===== config.mk =====
export PLATFORM = sky130hd
export DESIGN_NAME = sram_arbiter_flat
export DESIGN_NICKNAME = d
export VERILOG_FILES = /design/src/rtl/sram_arbiter_if.sv /design/src/rtl/sram_arbiter.sv /design/src/flat_wrapper.sv
export SDC_FILE = /design/constraint.sdc
export NUM_CORES = 1
export LEC_CHECK = 0
export ABC_AREA = 1
export ABC_CLOCK_PERIOD_IN_PS = 2300
export BUFFER_PORTS_ARGS = -buffer_cell sky130_fd_sc_hd__buf_2
export CAP_MARGIN = 5
export CORE_ASPECT_RATIO = 0.7
export CORE_MARGIN = 1.5
export CORE_UTILIZATION = 52
export CTS_BUF_LIST = sky130_fd_sc_hd__clkbuf_2 sky130_fd_sc_hd__clkbuf_4 sky130_fd_sc_hd__clkbuf_8
export DETAILED_ROUTE_END_ITERATION = 10
export GPL_ROUTABILITY_DRIVEN = 0
export PLACE_DENSITY = 0.93
export SLEW_MARGIN = 20
export SYNTH_ARGS = -nofsm -noshare
export SYNTH_HDL_FRONTEND = slang
export SYNTH_SLANG_ARGS = --single-unit

===== constraint.sdc =====
create_clock -name i_clk -period 2.3 [get_ports i_clk]
set_input_delay 0.345 -clock i_clk [delete_from_list [all_inputs] [get_ports i_clk]]
set_output_delay 0.345 -clock i_clk [all_outputs]
set_load 0.005 [all_outputs]

===== src/rtl/sram_arbiter_if.sv =====
// ---------------------------------------------------------------------------
// sram_arbiter_if
// Bundles everything between the two requesters, the arbiter and the
// sram_controller word port. Clock and reset stay outside the bundle.
//
// Requester side (per port N = 0/1):
//   i_reqN, i_weN, i_addrN, i_wdataN, i_bmaskN   -> arbiter
//   o_ackN, o_errN, o_rdataN                     <- arbiter
// Controller side:
//   o_mem_addr, o_mem_wdata, o_mem_bmask,
//   o_mem_wren, o_mem_rden                       -> controller
//   i_mem_rdata, i_mem_ack                       <- controller
// Status:
//   o_busy (BUSY or RESP), o_grant (one-hot granted port)
//
// Modports: slave = the arbiter's view, master = whoever drives the
// requester and controller inputs (the system, or a testbench).
// ---------------------------------------------------------------------------
interface sram_arbiter_if #(
    parameter int ADDR_W = 18
) ();
    logic              i_req0;
    logic              i_req1;
    logic              i_we0;
    logic              i_we1;
    logic [ADDR_W-1:0] i_addr0;
    logic [ADDR_W-1:0] i_addr1;
    logic [31:0]       i_wdata0;
    logic [31:0]       i_wdata1;
    logic [3:0]        i_bmask0;
    logic [3:0]        i_bmask1;
    logic              o_ack0;
    logic              o_ack1;
    logic              o_err0;
    logic              o_err1;
    logic [31:0]       o_rdata0;
    logic [31:0]       o_rdata1;
    logic [ADDR_W-1:0] o_mem_addr;
    logic [31:0]       o_mem_wdata;
    logic [3:0]        o_mem_bmask;
    logic              o_mem_wren;
    logic              o_mem_rden;
    logic [31:0]       i_mem_rdata;
    logic              i_mem_ack;
    logic              o_busy;
    logic [1:0]        o_grant;

    modport slave (
        input  i_req0, i_req1, i_we0, i_we1, i_addr0, i_addr1,
               i_wdata0, i_wdata1, i_bmask0, i_bmask1,
               i_mem_rdata, i_mem_ack,
        output o_ack0, o_ack1, o_err0, o_err1, o_rdata0, o_rdata1,
               o_mem_addr, o_mem_wdata, o_mem_bmask, o_mem_wren, o_mem_rden,
               o_busy, o_grant
    );

    modport master (
        output i_req0, i_req1, i_we0, i_we1, i_addr0, i_addr1,
               i_wdata0, i_wdata1, i_bmask0, i_bmask1,
               i_mem_rdata, i_mem_ack,
        input  o_ack0, o_ack1, o_err0, o_err1, o_rdata0, o_rdata1,
               o_mem_addr, o_mem_wdata, o_mem_bmask, o_mem_wren, o_mem_rden,
               o_busy, o_grant
    );
endinterface


===== src/rtl/sram_arbiter.sv =====
// ---------------------------------------------------------------------------
// sram_arbiter
// Shares the single sram_controller word port between port 0 (LSU) and
// port 1 (fetch/DMA). One transaction at a time: the winner's fields are
// latched, the controller strobes are held until the controller acks, and
// a one-cycle ack (with error flag and read data) goes back to the winner.
// If the controller never acks, the transaction ends after TIMEOUT busy
// cycles with err=1 and rdata=0.
//
// Parameters:
//   ADDR_W     byte-address width
//   FIXED_PRIO 0 = round-robin on ties, 1 = port 0 always wins ties
//   TIMEOUT    busy cycles without ack before an error response (>= 2)
// Ports:
//   i_clk      clock, all state on the rising edge
//   i_rst_n    asynchronous active-low reset
//   bus        sram_arbiter_if.slave (requesters, controller, status)
// All outputs are registered.
// ---------------------------------------------------------------------------
module sram_arbiter #(
    parameter int ADDR_W     = 18,
    parameter int FIXED_PRIO = 0,
    parameter int TIMEOUT    = 255
) (
    input  logic          i_clk,
    input  logic          i_rst_n,
    sram_arbiter_if.slave bus
);
    localparam int               CNT_W    = $clog2(TIMEOUT);
    localparam logic [CNT_W-1:0] CNT_LAST = CNT_W'(TIMEOUT - 1);

    typedef enum logic [1:0] {
        ST_IDLE,
        ST_BUSY,
        ST_RESP
    } state_t;

    state_t            state;
    logic [CNT_W-1:0]  busy_cnt;
    logic              last_was_1;
    logic              pick_1;
    logic              sel_we;
    logic [ADDR_W-1:0] sel_addr;
    logic [31:0]       sel_wdata;
    logic [3:0]        sel_bmask;
    logic              finish;

    // Winner selection for the IDLE cycle. A lone requester always wins.
    // On a tie, fixed priority favours port 0; round-robin favours the port
    // that was not granted last (last_was_1 resets to 1 so port 0 wins the
    // first tie after reset).
    always_comb begin
        pick_1 = bus.i_req1;
        if (bus.i_req0 && bus.i_req1) begin
            pick_1 = (FIXED_PRIO != 0) ? 1'b0 : ~last_was_1;
        end
    end

    // Mux out the winning port's transaction fields so the state machine
    // can latch them in one place.
    always_comb begin
        sel_we    = pick_1 ? bus.i_we1    : bus.i_we0;
        sel_addr  = pick_1 ? bus.i_addr1  : bus.i_addr0;
        sel_wdata = pick_1 ? bus.i_wdata1 : bus.i_wdata0;
        sel_bmask = pick_1 ? bus.i_bmask1 : bus.i_bmask0;
    end

    // A busy transaction ends on a controller ack or on the last allowed
    // busy cycle. When both happen together the ack wins, which is why the
    // error flag below is derived from the ack alone.
    always_comb begin
        finish = bus.i_mem_ack || (busy_cnt == CNT_LAST);
    end

    // Main state machine; every output is a register written here.
    // The granted port is read back from o_grant[1] and the read/write
    // direction from o_mem_rden, both of which are stable through BUSY,
    // so no separate copies of them are kept.
    // Writes leave the port's rdata untouched; reads take the controller
    // data; timeouts force rdata to zero regardless of direction.
    always_ff @(posedge i_clk or negedge i_rst_n) begin
        if (!i_rst_n) begin
            state           <= ST_IDLE;
            busy_cnt        <= '0;
            last_was_1      <= 1'b1;
            bus.o_ack0      <= 1'b0;
            bus.o_ack1      <= 1'b0;
            bus.o_err0      <= 1'b0;
            bus.o_err1      <= 1'b0;
            bus.o_rdata0    <= '0;
            bus.o_rdata1    <= '0;
            bus.o_mem_addr  <= '0;
            bus.o_mem_wdata <= '0;
            bus.o_mem_bmask <= '0;
            bus.o_mem_wren  <= 1'b0;
            bus.o_mem_rden  <= 1'b0;
            bus.o_busy      <= 1'b0;
            bus.o_grant     <= 2'b00;
        end else begin
            bus.o_ack0 <= 1'b0;
            bus.o_ack1 <= 1'b0;
            case (state)
                ST_IDLE: begin
                    if (bus.i_req0 || bus.i_req1) begin
                        last_was_1      <= pick_1;
                        bus.o_mem_addr  <= sel_addr;
                        bus.o_mem_wdata <= sel_wdata;
                        bus.o_mem_bmask <= sel_bmask;
                        bus.o_mem_wren  <= sel_we;
                        bus.o_mem_rden  <= ~sel_we;
                        bus.o_grant     <= pick_1 ? 2'b10 : 2'b01;
                        bus.o_busy      <= 1'b1;
                        busy_cnt        <= '0;
                        state           <= ST_BUSY;
                    end
                end
                ST_BUSY: begin
                    if (finish) begin
                        bus.o_mem_wren <= 1'b0;
                        bus.o_mem_rden <= 1'b0;
                        state          <= ST_RESP;
                        if (bus.o_grant[1]) begin
                            bus.o_ack1 <= 1'b1;
                            bus.o_err1 <= ~bus.i_mem_ack;
                            if (!bus.i_mem_ack) begin
                                bus.o_rdata1 <= '0;
                            end else if (bus.o_mem_rden) begin
                                bus.o_rdata1 <= bus.i_mem_rdata;
                            end
                        end else begin
                            bus.o_ack0 <= 1'b1;
                            bus.o_err0 <= ~bus.i_mem_ack;
                            if (!bus.i_mem_ack) begin
                                bus.o_rdata0 <= '0;
                            end else if (bus.o_mem_rden) begin
                                bus.o_rdata0 <= bus.i_mem_rdata;
                            end
                        end
                    end else begin
                        busy_cnt <= busy_cnt + 1'b1;
                    end
                end
                ST_RESP: begin
                    busy_cnt    <= '0;
                    bus.o_busy  <= 1'b0;
                    bus.o_grant <= 2'b00;
                    state       <= ST_IDLE;
                end
                default: begin
                    state <= ST_IDLE;
                end
            endcase
        end
    end
endmodule


===== src/flat_wrapper.sv =====
// flat-port wrapper written by rule: the top's interface ports become plain ports
module sram_arbiter_flat 
#(
    parameter int ADDR_W     = 18,
    parameter int FIXED_PRIO = 0,
    parameter int TIMEOUT    = 255
)
  (i_clk, i_rst_n, bus_i_req0, bus_i_req1, bus_i_we0, bus_i_we1, bus_i_addr0, bus_i_addr1, bus_i_wdata0, bus_i_wdata1, bus_i_bmask0, bus_i_bmask1, bus_i_mem_rdata, bus_i_mem_ack, bus_o_ack0, bus_o_ack1, bus_o_err0, bus_o_err1, bus_o_rdata0, bus_o_rdata1, bus_o_mem_addr, bus_o_mem_wdata, bus_o_mem_bmask, bus_o_mem_wren, bus_o_mem_rden, bus_o_busy, bus_o_grant);
  sram_arbiter_if #(.ADDR_W(ADDR_W)) bus_i ();
  input  logic i_clk;
  input  logic i_rst_n;
  input wire logic [$bits(bus_i.i_req0)-1:0] bus_i_req0;
  input wire logic [$bits(bus_i.i_req1)-1:0] bus_i_req1;
  input wire logic [$bits(bus_i.i_we0)-1:0] bus_i_we0;
  input wire logic [$bits(bus_i.i_we1)-1:0] bus_i_we1;
  input wire logic [$bits(bus_i.i_addr0)-1:0] bus_i_addr0;
  input wire logic [$bits(bus_i.i_addr1)-1:0] bus_i_addr1;
  input wire logic [$bits(bus_i.i_wdata0)-1:0] bus_i_wdata0;
  input wire logic [$bits(bus_i.i_wdata1)-1:0] bus_i_wdata1;
  input wire logic [$bits(bus_i.i_bmask0)-1:0] bus_i_bmask0;
  input wire logic [$bits(bus_i.i_bmask1)-1:0] bus_i_bmask1;
  input wire logic [$bits(bus_i.i_mem_rdata)-1:0] bus_i_mem_rdata;
  input wire logic [$bits(bus_i.i_mem_ack)-1:0] bus_i_mem_ack;
  output wire logic [$bits(bus_i.o_ack0)-1:0] bus_o_ack0;
  output wire logic [$bits(bus_i.o_ack1)-1:0] bus_o_ack1;
  output wire logic [$bits(bus_i.o_err0)-1:0] bus_o_err0;
  output wire logic [$bits(bus_i.o_err1)-1:0] bus_o_err1;
  output wire logic [$bits(bus_i.o_rdata0)-1:0] bus_o_rdata0;
  output wire logic [$bits(bus_i.o_rdata1)-1:0] bus_o_rdata1;
  output wire logic [$bits(bus_i.o_mem_addr)-1:0] bus_o_mem_addr;
  output wire logic [$bits(bus_i.o_mem_wdata)-1:0] bus_o_mem_wdata;
  output wire logic [$bits(bus_i.o_mem_bmask)-1:0] bus_o_mem_bmask;
  output wire logic [$bits(bus_i.o_mem_wren)-1:0] bus_o_mem_wren;
  output wire logic [$bits(bus_i.o_mem_rden)-1:0] bus_o_mem_rden;
  output wire logic [$bits(bus_i.o_busy)-1:0] bus_o_busy;
  output wire logic [$bits(bus_i.o_grant)-1:0] bus_o_grant;
  assign bus_i.i_req0 = bus_i_req0;
  assign bus_i.i_req1 = bus_i_req1;
  assign bus_i.i_we0 = bus_i_we0;
  assign bus_i.i_we1 = bus_i_we1;
  assign bus_i.i_addr0 = bus_i_addr0;
  assign bus_i.i_addr1 = bus_i_addr1;
  assign bus_i.i_wdata0 = bus_i_wdata0;
  assign bus_i.i_wdata1 = bus_i_wdata1;
  assign bus_i.i_bmask0 = bus_i_bmask0;
  assign bus_i.i_bmask1 = bus_i_bmask1;
  assign bus_i.i_mem_rdata = bus_i_mem_rdata;
  assign bus_i.i_mem_ack = bus_i_mem_ack;
  assign bus_o_ack0 = bus_i.o_ack0;
  assign bus_o_ack1 = bus_i.o_ack1;
  assign bus_o_err0 = bus_i.o_err0;
  assign bus_o_err1 = bus_i.o_err1;
  assign bus_o_rdata0 = bus_i.o_rdata0;
  assign bus_o_rdata1 = bus_i.o_rdata1;
  assign bus_o_mem_addr = bus_i.o_mem_addr;
  assign bus_o_mem_wdata = bus_i.o_mem_wdata;
  assign bus_o_mem_bmask = bus_i.o_mem_bmask;
  assign bus_o_mem_wren = bus_i.o_mem_wren;
  assign bus_o_mem_rden = bus_i.o_mem_rden;
  assign bus_o_busy = bus_i.o_busy;
  assign bus_o_grant = bus_i.o_grant;
  sram_arbiter #(.ADDR_W(ADDR_W), .FIXED_PRIO(FIXED_PRIO), .TIMEOUT(TIMEOUT)) u_core (.i_clk(i_clk), .i_rst_n(i_rst_n), .bus(bus_i));
endmodule

# ---- After elaboration in Yosys (flattened, before gate mapping)
# Cells that the tools add are included.
dict set report classes {
  bitwise_logic 4
  n_eq_ne 7
  reduce_logical 16
  addsub 1
  muxes 29
}
# operator n
set op_table {}
lappend op_table {{2-to-1 mux 32 bit} 3}
lappend op_table {{case mux 8 bit (3 select lines)} 1}
lappend op_table {{2-to-1 mux 18 bit} 1}
lappend op_table {{2-to-1 mux 8 bit} 2}
lappend op_table {{2-to-1 mux 1 bit} 12}
lappend op_table {{AND reduction 3 bit} 4}
lappend op_table {{adder 8 x 1 -> 8 bit (second input constant)} 1}
lappend op_table {{equality test 8 bit (second input constant)} 1}
lappend op_table {{2-to-1 mux 2 bit} 4}
lappend op_table {{case mux 2 bit (2 select lines)} 2}
lappend op_table {{AND reduction 4 bit} 2}
lappend op_table {{!= test 2 x 1 -> 1 bit (second input constant)} 3}
lappend op_table {{case mux 1 bit (2 select lines)} 3}
lappend op_table {{AND reduction 2 bit} 3}
lappend op_table {{2-to-1 mux 4 bit} 1}
lappend op_table {{NOT 1 bit} 4}
lappend op_table {{nonzero test 2 bit} 2}
lappend op_table {{nonzero test 3 bit} 1}
lappend op_table {{equality test 2 x 1 -> 1 bit (second input constant)} 1}
lappend op_table {{equality test 2 bit (second input constant)} 1}
lappend op_table {{logical NOT 2 bit} 1}
lappend op_table {{logical OR 1 bit} 2}
lappend op_table {{!= test 2 bit (second input constant)} 1}
lappend op_table {{logical AND 1 bit} 1}
dict set report word_totals {
  out_inout_bits 127
  inputBits 147
  reg_bits 138
  elab_cells 73
}

# ---- Logic depth before layout (Yosys ltp)
# Gate-level depths: netlist of the first run.
dict set report logic_depth {
  word_depth 6
  mapped_depth 10
  depth_no_buf 9
}

# ---- Worst setup path after synthesis of the first run
# Ideal clock, no wire load.
dict set report synth_timing {
  kind {reg2reg}
  startpoint {register u_core.busy_cnt[0]}
  endpoint {register u_core.bus.o_rdata1[21]}
  setup_time_ns 0.121
  required_ns 2.179
  t_arrival_ns 1.353
  n_path_buf 1
  setup_slack_ns 0.826
  stages_incl_launch_ff 11
  period_less_slack_ns 1.474
  path_cell_list {dfrtp_1 inv_1 ha_1 nand2_1 nor2_1 nand2_1 nand2_2 nand3_4 buf_2 nand2_1 o21ai_1}
}
dict set report synth_via {
  elab_chain_len 3
}
# element line_no
set synth_rtl {}
lappend synth_rtl {{start: declaration} sram_arbiter.sv:39} ;# logic [CNT_W-1:0] busy_cnt;
lappend synth_rtl {{start signal: assignment} sram_arbiter.sv:140} ;# busy_cnt <= busy_cnt + 1'b1;
lappend synth_rtl {{equality test 8 bit} sram_arbiter.sv:72} ;# finish = bus.i_mem_ack || (busy_cnt == CNT_LAST);
lappend synth_rtl {{logical OR 1 bit} sram_arbiter.sv:72}
lappend synth_rtl {{AND reduction 4 bit (no line)} --}
lappend synth_rtl {{end signal: assignment} sram_arbiter.sv:128} ;# bus.o_rdata1 <= bus.i_mem_rdata;
lappend synth_rtl {{end: declaration} sram_arbiter_if.sv:52} ;# output o_ack0, o_ack1, o_err0, o_err1, o_rdata0, o_rdata1,
# No other way between the ends.
# A chain may end at the register's enable or synchronous reset.

# ---- Final worst setup path of the first run
dict set report layout_timing {
  startpoint {register u_core.busy_cnt[0]}
  endpoint {register u_core.bus.o_rdata0[25]}
}
dict set report layout_via {
  elab_chain_len 3
}
# element line_no
set layout_rtl {}
lappend layout_rtl {{equality test 8 bit} sram_arbiter.sv:72}
lappend layout_rtl {{logical OR 1 bit} sram_arbiter.sv:72}
lappend layout_rtl {{AND reduction 4 bit (no line)} --}
lappend layout_rtl {{end signal: assignment} sram_arbiter.sv:136} ;# bus.o_rdata0 <= bus.i_mem_rdata;
lappend layout_rtl {{end: declaration} sram_arbiter_if.sv:52}
# No other way between the ends.

==> impl_results.md, run 1 <==
- Final setup fails: 0
- Die X: 132 um
- Worst vdd ir: 0.656 mV
- Final HPWL DP: roughly 12000 um
- Number of global-route vias before repair: 5747
- Sequential Area: between 0.003 and 0.004 mm2
- Clk sinks: roughly 140
- CP Cell Sequence: inv_1 -> ha_1 -> nand2_1 -> nor2_1 -> nand2_1 -> nand2_2 -> nand3_2 -> o21ai_1
- Yosys warnings: 0
- Startpoint types: register
- #FFs+latches synth: 138
- Clk buf depth: 2
- Layout cell share with drive strength beyond 1: 35.2%
- R2R cell count: 8
- Antenna diode count: 0
- DRT Wirelength: 17700 um
- Tot Pwr: 9.98 mW
- Max transition margin: 55.3%
- Fmax: 0.483 GHz
- Die area: 0.0122 mm2
- Fillers: 840
- Largest net degree at the start of global routing: approximately 110
- GRT Overall Usage: 29.0%
- CP max-delay cell: nand3_2
- Critical Path Source: u_core.busy_cnt[0]
- LEAKAGE: 4.19 nW
- Vias post-DR: 6017
- HP Class: in -> reg
- Post-CTS Setup Bufs: 0
- Syn_nets: a little over 800
- Worst Skew: 0.0217 ns
- Setup Crit Path Kind: reg -> reg
- Worst-path clk slew: 0.08 ns
- Initial antenna violation count: 0
- Cell family with most CP delay: simple AND/OR/NAND/NOR gates
- Tcrit/Tclk final: 89.9%
- Critical R2R Capture: u_core.bus.o_rdata0[25]
- Flop2flop setup slack: 0.23 ns
- Final nets: 1082
- CP Buf/Inv Count: 1
- Num CTS Buffers: 17
- Drt pass-1 iters: 5
- First-pass GRT wire length: ~28000 um
- Chip height: between 90 and 100 um
- DR DRC count: 0
- Multi-input logic area: 0.00228 mm2
- CTS tree: done
- Gr ovfl total: 0
- Row Count: 32
- Required @ worst endpoint: ~2.7 ns
- Cells after Synth: 680
- Critical path capture point type: register
- Drt wl/cell: 16.1 um
- Reg2reg start: u_core.busy_cnt[0]
- DR iter-0 viols: 572
- Hold Fails Final Rpt: 0
- Synthesized area: 0.00602 mm2
- Most used cell, CP: nand2_1
- Worst-Margin Slew: around 0.67 ns
- Final slew viol count: 0
- I/O Pins: roughly 270
- Starting Density: between 50% and 60%
- Unrepaired setup endpoints after global routing: false
- PortBufs: 273
- Root Buffer: clkbuf_8
- Max Cap Viol: 0
- Clock latency on the worst-skew pair: 0.44 ns
- Min-Delay Endpoint: u_core.bus.o_mem_wdata[10]
- Core area: 0.0111 mm2
- Minimum clock period: 2.07 ns
- Worst Hold Launch: bus_i_wdata0[10]
- Critical Path Fanout Max: 32
- Setup_tns: 0 ns
- Sequential area share after synthesis: 57.4%
- Worst path max stage delay: 0.55 ns
- Pwr/cell area: 1260 mW/mm2
- Routed Antenna Nets: 0
- # H-tree levels: 4
- Synthesized area per cell: 8.86 um2
- Status: finished clean
- Drt via density: between 5 and 6
- WP data arrival: 2.42 ns
- Area Overhead vs Synth: 31.7%
- Hold Path Stages: 3
- Synth unique cells: 23
## synthesized netlist by cell type
cell type  number  share of area [%]
nand2_1       200                 12
dfrtp_1       137                 57
nand3_1       124                 10
nand4_1        54                5.6
o21ai_1        49                4.1
clkbuf_1       23                1.4
o21ai_0        21                1.7
buf_2          18                1.5
nor2_1         15               0.93
buf_1           7               0.44
inv_1           7               0.44
buf_6           6                1.1
inv_2           4               0.25
ha_1            2               0.42
nand3_4         2               0.58
nor2_4          2               0.37
nor3b_1         2               0.25
o21bai_1        2               0.25
a21oi_1         1              0.083
dfstp_2         1               0.44
nand2_2         1               0.10
nor2_2          1               0.10
nor3_2          1               0.17
## metal layers
metal	vias up	track usage (%)	wire [um]
met5	-	0	0
met4	0	15.4	651
met3	48	5.42	1200
met2	289	47.2	8600
met1	2851	37.4	7240
li1	2829	-	-
## tightest hold or removal path: cells and delay by family
kind,cells,cell delay (ns)
buffers and inverters,1,0.07
AND/OR/NAND/NOR,2,0.13
## how the worst max path moves through the flow
stage | to | slack, ns | cells past startpoint
2_1_floorplan | u_core.bus.o_rdata1[21] | 0.83 | 10
3_3_place_gp | u_core.bus.o_rdata0[10] | 0.45 | 8
3_5_place_dp | u_core.bus.o_rdata0[16] | 0.22 | 8
4_1_cts | u_core.bus.o_rdata0[16] | 0.18 | 8
5_1_grt | u_core.bus.o_rdata0[22] | 0.04 | 8
6_report | u_core.bus.o_rdata0[25] | 0.23 | 8
## sequential cells by signal, summed over array words and instances (netlist names)
register	count
u_core.last_was_1	1
u_core.bus.o_rdata1	32
u_core.bus.o_ack1	1
u_core.bus.o_rdata0	32
u_core.bus.o_mem_bmask	4
u_core.bus.o_mem_wren	1
u_core.bus.o_err0	1
u_core.bus.o_busy	1
u_core.bus.o_mem_rden	1
u_core.state	2
u_core.bus.o_grant	2
u_core.busy_cnt	8
u_core.bus.o_mem_wdata	32
u_core.bus.o_ack0	1
u_core.bus.o_mem_addr	18
u_core.bus.o_err1	1
## repair_timing
action | CTS | global route
gates resized for setup | 0 | 0
setup endpoints to repair | 0 | 2
endpoints found under the hold margin | 33 | 0
hold buffers | 1 | 0
## report_power, final
part / leakage (nW) / internal, mW / switching [mW]
clock: 0.198 / 1.12 / 0.973
sequential: 1.77 / 3.49 / 0.645
combinational: 2.22 / 1.58 / 2.17
## cells in the final DEF (no fill, tap or decap), drive strengths merged, types with 3 or more instances in the layout
cell type,instances
inv,13
clkinv,3
clkinvlp,5
dfrtp,137
nand4,54
clkbuf,19
buf,286
bufinv,3
o21ai,70
nand2,201
nand3,127
nor2,18
## kinds of logic (layout without fill, tap and decap cells)
group                      count (synthesis)  after routing  share of synthesized area, %
buffers and inverters                     65            330                          5.17
AOI/OAI and AO/OA                         73             73                          6.15
DFF                                      138            138                          57.4
and+or+nand+nor                          402            403                          30.9
adders and majority gates                  2              2                         0.415
## layout make-up
class / instances / share of cell area, %
sequential: 138 / 43.6
multi-input combinational: 478 / 28.7
timing repair buffer: 287 / 19.5
clock buffer: 19 / 3.22
tap: 153 / 2.41
clock inverter: 13 / 2.11
inverter: 11 / 0.521
## stage by stage
step | setup WS, ns | std cells | util [%] | cell area, um2 | hold WS, ns
after floorplan | 0.826 | 680 | - | 6020 | 0.0494
after global placement | 0.453 | 1065 | 67.3 | 7490 | 0.262
after detailed placement | 0.223 | 1065 | 67.3 | 7490 | 0.260
after CTS | 0.178 | 1098 | 71.2 | 7920 | 0.123
after global routing | 0.0428 | 1099 | 71.2 | 7930 | 0.148
final | 0.231 | 1099 | 71.2 | 7930 | 0.145
No activity file was read; power rests on OpenSTA's default activity.
==> run 2: changes to the inputs <==
--- a/config.mk
+++ b/config.mk
@@ -11,11 +11,11 @@
 export CAP_MARGIN = 5
 export CORE_ASPECT_RATIO = 0.7
 export CORE_MARGIN = 1.5
-export CORE_UTILIZATION = 52
-export CTS_BUF_LIST = sky130_fd_sc_hd__clkbuf_2 sky130_fd_sc_hd__clkbuf_4 sky130_fd_sc_hd__clkbuf_8
+export CORE_UTILIZATION = 51
+export CTS_BUF_LIST = sky130_fd_sc_hd__clkbuf_4 sky130_fd_sc_hd__clkbuf_8 sky130_fd_sc_hd__clkbuf_16
 export DETAILED_ROUTE_END_ITERATION = 10
 export GPL_ROUTABILITY_DRIVEN = 0
-export PLACE_DENSITY = 0.93
+export PLACE_DENSITY = 0.92
 export SLEW_MARGIN = 20
 export SYNTH_ARGS = -nofsm -noshare
 export SYNTH_HDL_FRONTEND = slang
==> impl_results.md, run 2 (synthesis gave the netlist of run 1 again) <==
- Num CTS Buffers: 17 (unchanged)
- Area Overhead vs Synth: 34.9%
- Most common cell after layout, fill and taps aside: buf_2
- Layout cell share with drive strength beyond 1: 35.5% (+0.27 points)
- Minimum clock period: 1.99 ns (-0.0773 ns)
- Flop2flop setup slack: 0.31 ns (+0.08 ns)
- Hold Fails Final Rpt: 0 (unchanged)
- Required @ worst endpoint: 2.63 ns (-0.02 ns)
- CTS tree: done
- Startpoint types: register
- Vias post-DR: 6048 (+0.52%)
- Gr ovfl total: 0 (unchanged)
- Final WS setup: 0.309 ns (+0.0773 ns)
- Final slew viol count: 0 (unchanged)
- Root Buffer: clkbuf_16
- DR iter-0 viols: 600 (+4.9%)
- Clock latency on the worst-skew pair: 0.41 ns (-0.03 ns)
- First-pass GRT wire length: 28900 um (+2.8%)
- Final HPWL DP: 12300 um (+1.9%)
- Initial antenna violation count: 0 (unchanged)
- Largest net degree at the start of global routing: 83 (-26%)
- Final setup fails: 0 (unchanged)
- Drt via density: 5.48 (+0.15%)
- # H-tree levels: 4 (unchanged)
- Tcrit/Tclk final: 86.6% (-3.4 points)
- Starting Density: 53.5% (-0.58 points)
- Critical path capture point type: register
- Chip height: 93.9 um (+0.95%)
- Die X: 133 um (+0.95%)
- Antenna diode count: 0 (unchanged)
- DR DRC count: 0 (unchanged)
- Most frequent cells in the layout: buf_2, nand2_1, dfrtp_1
- Clk buf depth: 2 (unchanged)
- Min Hold Slack: 0.178 ns (+0.0334 ns)
- Post-CTS Setup Bufs: 0 (unchanged)
- HP Class: in -> reg
- PortBufs: 273 (unchanged)
- Worst slack at placement: -0.153 ns (-0.376 ns)
- Status: finished clean
- Unrepaired setup endpoints after global routing: false
- Max Cap Viol: 0 (unchanged)
- Final nets: 1086 (+0.37%)
- Drt wl/cell: 16.2 um (+0.57%)
- Placed cell area: 0.00749 mm2 (about the same)
- Routed Antenna Nets: 0 (unchanged)
- DRT Wirelength: 17900 um (+0.94%)
- Setup_tns: 0 ns (unchanged)
- Row Count: 32 (unchanged)
- Max transition margin: 34.8% (-21 points)
- Pwr/cell area: 1310 mW/mm2 (+4.3%)
- Worst vdd ir: 0.608 mV (-7.2%)
- Final core occ: 72.2% (+0.97 points)
- Setup Crit Path Kind: reg -> reg
- Core area: 0.0113 mm2 (+1.1%)
- Critical Path Fanout Max: 64 (+100%)
- Number of global-route vias before repair: 5866 (+2.1%)
- WP data arrival: 2.32 ns (-0.10 ns)
- Worst-Margin Slew: 0.973 ns (+0.303 ns)
- Fmax: 0.502 GHz (+3.9%)
- Worst-path clk slew: 0.06 ns (-0.02 ns)
- Clk sinks: 138 (unchanged)
- Worst Skew: 0.0101 ns (-0.0116 ns)
- Largest regs: u_core.bus.o_mem_wdata x32, u_core.bus.o_rdata0 x32, u_core.bus.o_rdata1 x32
- GRT Overall Usage: 29.7% (+0.69 points)
- Die area: 0.0125 mm2 (+1.9%)
- I/O Pins: 274 (unchanged)
- Fin area: 0.00813 mm2 (+2.5%)
- LEAKAGE: 4.30 nW (+2.7%)
- Drt pass-1 iters: 5 (unchanged)
run 2: cell types whose count changed in the layout (fill, tap and decap cells not counted), sizes merged:
cell      before  now
buf          286  290
clkinvlp       5    1
nand3        127  126
clkinv         3    6
inv           13   14
nor3           1    2
run 2: what timing repair did:
action / CTS / global route
hold buffers: 1 / 0
setup endpoints to repair: 42 / 7
cloned: 1 / 0
gates resized for setup: 0 / 1
endpoints found under the hold margin: 55 / 0
pin swaps: 1 / 0
run 2: through the flow:
step	std cells	power [mW]
floorplan	680	6.06
global placement	1069	7.67
detailed placement	1069	7.84
CTS	1103	10.7
global route	1103	11.4
finish	1103	10.7
run 2: final cells by class:
| cell class | instances | area (um2) |
|---|---|---|
| clock buffers | 19 | 440 |
| clock inverters | 13 | 169 |
| fillers | 888 | 3130 |
| inverters | 11 | 41.3 |
| multi-input cells | 478 | 2280 |
| flip-flops and latches | 138 | 3450 |
| well taps | 153 | 191 |
| repair buffers | 291 | 1550 |
run 2: worst paths after layout:
| path | startpoint | endpoint | depth (start not counted) |
|---|---|---|---|
| worst max-delay path | u_core.busy_cnt[0] | u_core.bus.o_rdata1[29] | 10 |
| worst min-delay path | bus_i_wdata0[12] | u_core.bus.o_mem_wdata[12] | 3 |
| worst max register to register | u_core.busy_cnt[0] | u_core.bus.o_rdata1[29] | 10 |
| worst min register to register | u_core.bus.o_rdata0[26] | u_core.bus.o_rdata0[26] | 2 |
| max in group asynchronous | i_rst_n | u_core.bus.o_rdata0[6] | 3 |
| min in group asynchronous | i_rst_n | u_core.bus.o_rdata0[15] | 2 |
run 2: critical path, stage by stage (launching register included):
cell	delay (ns)
dfrtp_1	0.42
inv_1	0.09
ha_1	0.21
nand2_1	0.07
nor2_1	0.04
nand2_1	0.09
nand2_2	0.12
nand3_4	0.07
buf_4	0.51
nand2_1	0.14
o21ai_1	0.12
run 2: metal layers:
metal | share of wire, % | wire length [um] | GRT usage (%)
met5 | 0 | 0 | 0
met4 | 2.3 | 405 | 12.5
met3 | 6.5 | 1160 | 6.69
met2 | 50 | 8980 | 48.6
met1 | 41 | 7310 | 38.5
run 2: power breakdown:
group | internal (mW) | switching [mW] | leakage, nW
logic | 1.57 | 2.16 | 2.23
registers | 3.50 | 0.645 | 1.77
clock network | 1.74 | 1.05 | 0.299
total | 6.82 | 3.85 | 4.30
